**src/rtl/adder_ctl_pkg.sv**
```systemverilog
// Shared types and helpers for the indexed effective-address add sequencer.
package adder_ctl_pkg;

  typedef enum logic [2:0] {
    ST_IDLE,
    ST_ADD_LO,
    ST_DRIVE_LO,
    ST_ADD_HI,
    ST_DRIVE_HI
  } state_e;

  localparam logic [1:0] MODE_ZPX  = 2'b00;
  localparam logic [1:0] MODE_ABSX = 2'b01;
  localparam logic [1:0] MODE_ABSY = 2'b10;
  localparam logic [1:0] MODE_ZPY  = 2'b11;

  function automatic logic is_abs(input logic [1:0] mode);
    return (mode == MODE_ABSX) || (mode == MODE_ABSY);
  endfunction

endpackage

```
**src/rtl/add_drive_timer.sv**
```systemverilog
// Load/decrement counter that flags the final cycle of a drive state.
module add_drive_timer #(
  parameter int unsigned WIDTH = 2
) (
  input  logic             clk,
  input  logic             reset,
  input  logic             load,
  input  logic [WIDTH-1:0] load_val,
  output logic             last
);

  logic [WIDTH-1:0] cnt_q, cnt_d;

  always_comb begin
    cnt_d = cnt_q;
    if (load) begin
      cnt_d = load_val;
    end else if (cnt_q != '0) begin
      cnt_d = cnt_q - 1'b1;
    end
  end

  always_ff @(posedge clk) begin
    if (reset) begin
      cnt_q <= '0;
    end else begin
      cnt_q <= cnt_d;
    end
  end

  assign last = (cnt_q == '0);

endmodule

```
**src/rtl/indexed_add_sequencer.sv**
```systemverilog
// Control FSM sequencing the ALU and adder hold register through an indexed
// effective-address add: low byte, optional high-byte fixup, bus drive.
module indexed_add_sequencer #(
  parameter int unsigned DRIVE_CYCLES         = 1,
  parameter bit          FORCE_FIXUP_ON_WRITE = 1'b1
) (
  input  logic       phi_2,
  input  logic       reset,
  input  logic       start,
  input  logic [1:0] mode,
  input  logic       is_write,
  input  logic       abort,
  input  logic       alu_carry_out,
  output logic       busy,
  output logic       index_sel,
  output logic       alu_add,
  output logic       alu_sel_hi,
  output logic       alu_carry_in,
  output logic       add_adl,
  output logic       add_sb_60,
  output logic       add_sb_7,
  output logic       page_cross,
  output logic       done
);

  import adder_ctl_pkg::*;

  localparam logic [1:0] LOAD_VAL = 2'(DRIVE_CYCLES - 1);

  state_e     state_q, state_d;
  logic [1:0] mode_q, mode_d;
  logic       is_write_q, is_write_d;
  logic       index_sel_q, index_sel_d;
  logic       c_q, c_d;
  logic       page_cross_q, page_cross_d;

  logic timer_load;
  logic drive_last;
  logic need_fixup;
  logic done_now;
  logic accept;

  assign timer_load = (state_q == ST_ADD_LO) || (state_q == ST_ADD_HI);

  add_drive_timer #(.WIDTH(2)) u_timer (
    .clk      (phi_2),
    .reset    (reset),
    .load     (timer_load),
    .load_val (LOAD_VAL),
    .last     (drive_last)
  );

  // Zp modes discard the carry (8-bit wrap), so only abs modes may fix up.
  assign need_fixup = is_abs(mode_q) &&
                      (c_q || (is_write_q && FORCE_FIXUP_ON_WRITE));
  assign done_now   = drive_last &&
                      (((state_q == ST_DRIVE_LO) && !need_fixup) ||
                       (state_q == ST_DRIVE_HI));
  assign accept     = start && ((state_q == ST_IDLE) || done_now);

  always_ff @(posedge phi_2) begin
    if (reset) begin
      state_q      <= ST_IDLE;
      mode_q       <= MODE_ZPX;
      is_write_q   <= 1'b0;
      index_sel_q  <= 1'b0;
      c_q          <= 1'b0;
      page_cross_q <= 1'b0;
    end else begin
      state_q      <= state_d;
      mode_q       <= mode_d;
      is_write_q   <= is_write_d;
      index_sel_q  <= index_sel_d;
      c_q          <= c_d;
      page_cross_q <= page_cross_d;
    end
  end

  always_comb begin
    state_d      = state_q;
    mode_d       = mode_q;
    is_write_d   = is_write_q;
    index_sel_d  = index_sel_q;
    c_d          = c_q;
    page_cross_d = page_cross_q;
    if (abort && (state_q != ST_IDLE)) begin
      state_d = ST_IDLE;
    end else begin
      case (state_q)
        ST_ADD_LO: begin
          c_d          = alu_carry_out;
          page_cross_d = alu_carry_out && is_abs(mode_q);
          state_d      = ST_DRIVE_LO;
        end
        ST_DRIVE_LO: if (drive_last) state_d = need_fixup ? ST_ADD_HI : ST_IDLE;
        ST_ADD_HI:   state_d = ST_DRIVE_HI;
        ST_DRIVE_HI: if (drive_last) state_d = ST_IDLE;
        default:     state_d = ST_IDLE;
      endcase
      // A start in the done cycle chains straight into ADD_LO.
      if (accept) begin
        state_d      = ST_ADD_LO;
        mode_d       = mode;
        is_write_d   = is_write;
        index_sel_d  = mode[1];
        page_cross_d = 1'b0;
      end
    end
  end

  always_comb begin
    busy         = (state_q != ST_IDLE);
    alu_add      = 1'b0;
    alu_sel_hi   = 1'b0;
    alu_carry_in = 1'b0;
    add_adl      = 1'b0;
    add_sb_60    = 1'b0;
    add_sb_7     = 1'b0;
    done         = done_now;
    index_sel    = index_sel_q;
    page_cross   = page_cross_q;
    case (state_q)
      ST_ADD_LO:   alu_add = 1'b1;
      ST_DRIVE_LO: add_adl = 1'b1;
      ST_ADD_HI: begin
        alu_add      = 1'b1;
        alu_sel_hi   = 1'b1;
        alu_carry_in = c_q;
      end
      ST_DRIVE_HI: begin
        add_sb_60 = 1'b1;
        add_sb_7  = 1'b1;
      end
      default: ;
    endcase
  end

endmodule

```
**config.mk**
```make
export PLATFORM = sky130hd
export DESIGN_NAME = indexed_add_sequencer
export DESIGN_NICKNAME = d
export VERILOG_FILES = /design/src/rtl/adder_ctl_pkg.sv /design/src/rtl/add_drive_timer.sv /design/src/rtl/indexed_add_sequencer.sv
export SDC_FILE = /design/constraint.sdc
export NUM_CORES = 1
export LEC_CHECK = 0
export CAP_MARGIN = 25
export CORE_MARGIN = 2
export CORE_UTILIZATION = 50
export DETAILED_ROUTE_END_ITERATION = 16
export GPL_TIMING_DRIVEN = 0
export HOLD_SLACK_MARGIN = 0.15
export PLACE_DENSITY = 0.93
export RECOVER_POWER = 100
export SYNTH_ARGS = -nofsm -noshare
export SYNTH_HDL_FRONTEND = slang
export SYNTH_HIERARCHICAL = 1
export SYNTH_SLANG_ARGS = --single-unit
```
**constraint.sdc**
```tcl
create_clock -name phi_2 -period 3.6 [get_ports phi_2]
set_input_delay 0.36 -clock phi_2 [delete_from_list [all_inputs] [get_ports phi_2]]
set_output_delay 0.36 -clock phi_2 [all_outputs]
set_load 0.1 [all_outputs]
```
Word level (Yosys, flattened, before mapping)
Index checks and enable logic that the tools add are counted.
{ "totals": {"reg_bits": 11, "input_bits": 8, "out_inout_bits": 10, "word_cells": 58} }
{ "op_classes": {"addsub": 1, "n_eq_ne": 10, "muxes": 12, "n_bitwise": 1, "n_reduce_logical": 26} }
{ "ops": {"columns": ["operator", "count"], "rows": [
  ["$pmux W3 S4", 1],
  ["$reduce_and A2 Y1", 5],
  ["$mux W1", 8],
  ["$eq A3 B2 Y1 const B", 2],
  ["$logic_and A1 B1 Y1", 6],
  ["$mux W3", 2],
  ["$ne A3 B3 Y1 const B", 2],
  ["$reduce_or A2 Y1", 3],
  ["$logic_or A1 B1 Y1", 5],
  ["$ne A2 B2 Y1 const B", 2],
  ["$reduce_bool A2 Y1", 2],
  ["$eq A3 B1 Y1 const B", 1],
  ["$eq A3 B3 Y1 const B", 1],
  ["$logic_not A3 Y1", 1],
  ["$reduce_bool A3 Y1", 1],
  ["$reduce_or A3 Y1", 1],
  ["$eq A2 B1 Y1 const B", 1],
  ["$eq A2 B2 Y1 const B", 1],
  ["$logic_not A2 Y1", 1],
  ["$mux W2", 1],
  ["$sub A2 B1 Y2 const B", 1],
  ["$logic_not A1 Y1", 1],
  ["$not A1 Y1", 1]
]} }

Longest topological paths before layout
{ "logic_depth": {"word_depth": 11, "ltp_mapped": 6, "ltp_nobuf": 6} }

Hierarchy
Netlist, hierarchy kept.
{ "by_module_without_submodules": {"columns": ["mod", "n_inst", "cells_each", "area_each_um2", "seq_area_each_um2"], "rows": [
  ["indexed_add_sequencer", 1, 66, 568.0, 160.2],
  ["add_drive_timer", 1, 12, 121.4, 40.0]
]} }

Worst setup path before layout
No wires, ideal clock.
{ "synth_path": {"path_type": "register to output", "start": "register mode_q[1]", "end": "output done", "arrival_time_ps": 2970, "required_ps": 3240, "setup_slack_ps": 270, "stages_incl_launch_ff": 5, "path_cell_list": "dfxtp_1 > xnor2_1 > or2_1 > nand2_1 > a21oi_1"} }
{ "synth_between": {"elab_chain_cells": 7, "elab_cells_between_ends": 8, "cone_classes": "eq/ne (2); reduce/logical (6)"} }
{ "synth_lines": {"columns": ["element", "line_no", "text"], "rows": [
  ["start, declared", "indexed_add_sequencer.sv:31", "logic [1:0] mode_q, mode_d;"],
  ["start signal, assigned", "indexed_add_sequencer.sv:71", "mode_q <= mode_d;"],
  ["$eq A2 B1 Y1 / $eq A2 B2 Y1 (equally long branches)", "adder_ctl_pkg.sv:18", "return (mode == MODE_ABSX) || (mode == MODE_ABSY);"],
  ["$logic_or A1 B1 Y1 (*)", "adder_ctl_pkg.sv:18", null],
  ["$logic_and A1 B1 Y1 (*)", "indexed_add_sequencer.sv:54", "assign need_fixup = is_abs(mode_q) &&"],
  ["$logic_not A1 Y1 (*)", "indexed_add_sequencer.sv:57", "(((state_q == ST_DRIVE_LO) && !need_fixup) ||"],
  ["$logic_and A1 B1 Y1 (*)", "indexed_add_sequencer.sv:57", null],
  ["$logic_or A1 B1 Y1 (*)", "indexed_add_sequencer.sv:57", null],
  ["$logic_and A1 B1 Y1 (*)", "indexed_add_sequencer.sv:56", "assign done_now = drive_last &&"],
  ["end, declared", "indexed_add_sequencer.sv:23", "output logic done"]
]} }
Mark *: on every way between the ends. The rest lies on a longest branch, timed or not.

Worst setup path after layout
Ends and elaborated chain as after synthesis.

==> reports/qor.csv <==
metric;value;unit
outcome;completed;
gr usage total;0.212;
Hold Vio Cnt, Final;0;
synthesized area;689;sq um
library cells used by synthesis;41;
cts repair resizes;0;
Req. time, crit path;3.24;ns
Yosys warning count;6;
most common cell in the netlist;dfxtp_1;
CTS Buffer Depth;2;
WS Path Type;register to output port;
DRT iter0 DRCs;9;
placed cell area;882;sq um
Clock Latency Late Sink;0.27;ns
Main synth FF type;dfxtp_1;
number of synthesized flops with an enable pin;0;
fmax;344;MHz
Starting Density;0.530;
largest net degree at the start of global routing;11;
Die X-Extent;41.1;um
nets;110;
fin crit period;2.91;ns
Worst-path clk slew;0.07;ns
Worst EP arrival;2.55;ns
Hold Buf Count CTS;0;
Slew @ Worst Pin;0.980;ns
ratio of cells with drive above 1 in the final layout;0.120;
Worst IR Drop VDD;296;uV
Total Wirelength;1440;um
Avg Synthesized Cell Area;8.84;sq um
H-tree Lvls;1;
port bufs;17;
Post-CTS Setup Bufs;0;
Via-to-Cell Ratio;5.37;
setup TNS;0;ns
Cell Rows;13;
first-pass GRT wire length;2260;um
Tcrit/Tclk final;0.808;
Worst Skew;0.00938;ns
Post-Synthesis Cells;78;
startpoint types;register;
Min-Delay Path Class;register to register;
clock root buffer;clkbuf_4;
initial antenna violation count;0;
Placer Congestion;0.774;
TritonRoute pass-1 iters;4;
Slew HR;0.345;
Routed Antenna Nets;0;
# DRC;0;
Post-synth ARST share;0;
max cap viols;0;
top cell type's share of synthesized area;0.290;
Static Leakage;0.392;nW
Finish-stage setup viols;0;
CTS sink cnt;10;
Num CTS Buffers;3;
DR WL/cell;12.5;um
synth cell count leaders;dfxtp_1, nand2b_1, nor2_1;
number of top-level pins;18;
area leader, netlist;dfxtp_1;
type of element capturing the critical path;output port;
vias in the first global route;550;
P per Cell Area;480;mW/mm^2
final instance area;890;sq um
# diodes;0;
Final Max Tran Viols;0;
Yosys reg bits;10;
post-DP HPWL;1120;um
Core Region;0.00130;sq mm
Die ar.;0.00169;sq mm
peak fanout along the critical path;5;
Syn-to-layout area delta;29.0;%
TritonCTS clock tree;done;
sequential fraction of the synthesis area;0.290;
synth top area cells;dfxtp_1, mux2i_1, nand2b_1;
RSZ-0062 raised after global routing;false;
via count;618;
total grt overflow;0;
Die Y;41.1;um
report_power, final:
part           leakage (nW)  switching [W]  total (W)  internal, W
Sequential           0.0819      0.0000118   0.000139     0.000127
Combinational         0.289       0.000116   0.000184    0.0000686
Clock                0.0210      0.0000418   0.000103    0.0000615
Total                 0.392       0.000169   0.000427     0.000257
logic make-up (layout without fill, tap and decap cells):
logic type / count (synthesis) / after routing / share of synthesized area
other: 1 / 2 / 0.00544
DFF: 10 / 10 / 0.290
xor gates and xnor gates: 2 / 2 / 0.0254
and+or+nand+nor: 34 / 34 / 0.321
adders and majority gates: 2 / 2 / 0.0327
buffers and inverters: 11 / 32 / 0.0816
AOI/OAI and AO/OA: 13 / 13 / 0.171
muxes: 5 / 5 / 0.0726
path summary, 6_finish.rpt:
kind / start / to / slack, ns / cells after the start
setup / recovery: mode_q[1] / done / 0.69 / 5
hold / removal: page_cross / page_cross / 0.48 / 2
setup reg to reg: u_timer/cnt_q[0] / state_q[1] / 1.83 / 6
hold reg to reg: page_cross / page_cross / 0.48 / 2
layout by cell type (no fill, tap or decap), drive strengths merged, types with 2 or more instances in the layout:
cell            n
nand2b          8
dfxtp          10
inv             7
mux2i           5
dlygate4sd3    10
nand2           2
a21oi           3
nor2            8
conb            2
buf             4
nor3            2
nor2b           2
clkbuf          4
clkdlybuf4s50   7
nand3b          2
o211ai          2
nor3b           2
state kept, by name, indices dropped and copies added, names as in the netlist:
name and count:
is_write_q 1, mode_q 2, page_cross 1, u_timer/cnt_q 2
c_q 1, state_q 3
layer usage:
layer / vias to the layer above / routed length, um / global-route usage
li1: 313 / - / -
met4: 0 / 21 / 0.0968
met3: 4 / 67 / 0.0489
met1: 284 / 631 / 0.231
met2: 17 / 719 / 0.383
met5: - / 0 / 0
worst max-delay path, cell delays in order (launching register included):
cell,delay (ns)
dfxtp_1,0.34
xnor2_1,0.35
or2_1,0.19
nand2_1,0.06
a21oi_1,0.13
dlygate4sd3_1,1.21
final cells by class:
cell class | count | area [sq um]
Fill cell | 125 | 412
Clock buffer | 4 | 36.3
Sequential cell | 10 | 200
Timing Repair Buffer | 17 | 170
Multi-Input combinational cell | 58 | 408
Buffer | 4 | 30.0
Inverter | 7 | 26.3
Tap cell | 15 | 18.8
per-stage QoR:
step | utilization | hold WS, ns | total power [W] | worst slack (ns) | std cells
after floorplan | - | 0.453 | 0.000294 | 0.270 | 79
after global placement | 0.678 | 0.466 | 0.000327 | 1.10 | 111
after detailed placement | 0.678 | 0.479 | 0.000339 | 1.05 | 111
after CTS | 0.706 | 0.491 | 0.000442 | 0.751 | 115
after global routing | 0.684 | 0.501 | 0.000452 | 0.560 | 115
final | 0.684 | 0.484 | 0.000427 | 0.692 | 115
Note: power is estimated with default switching activity, not from simulation.
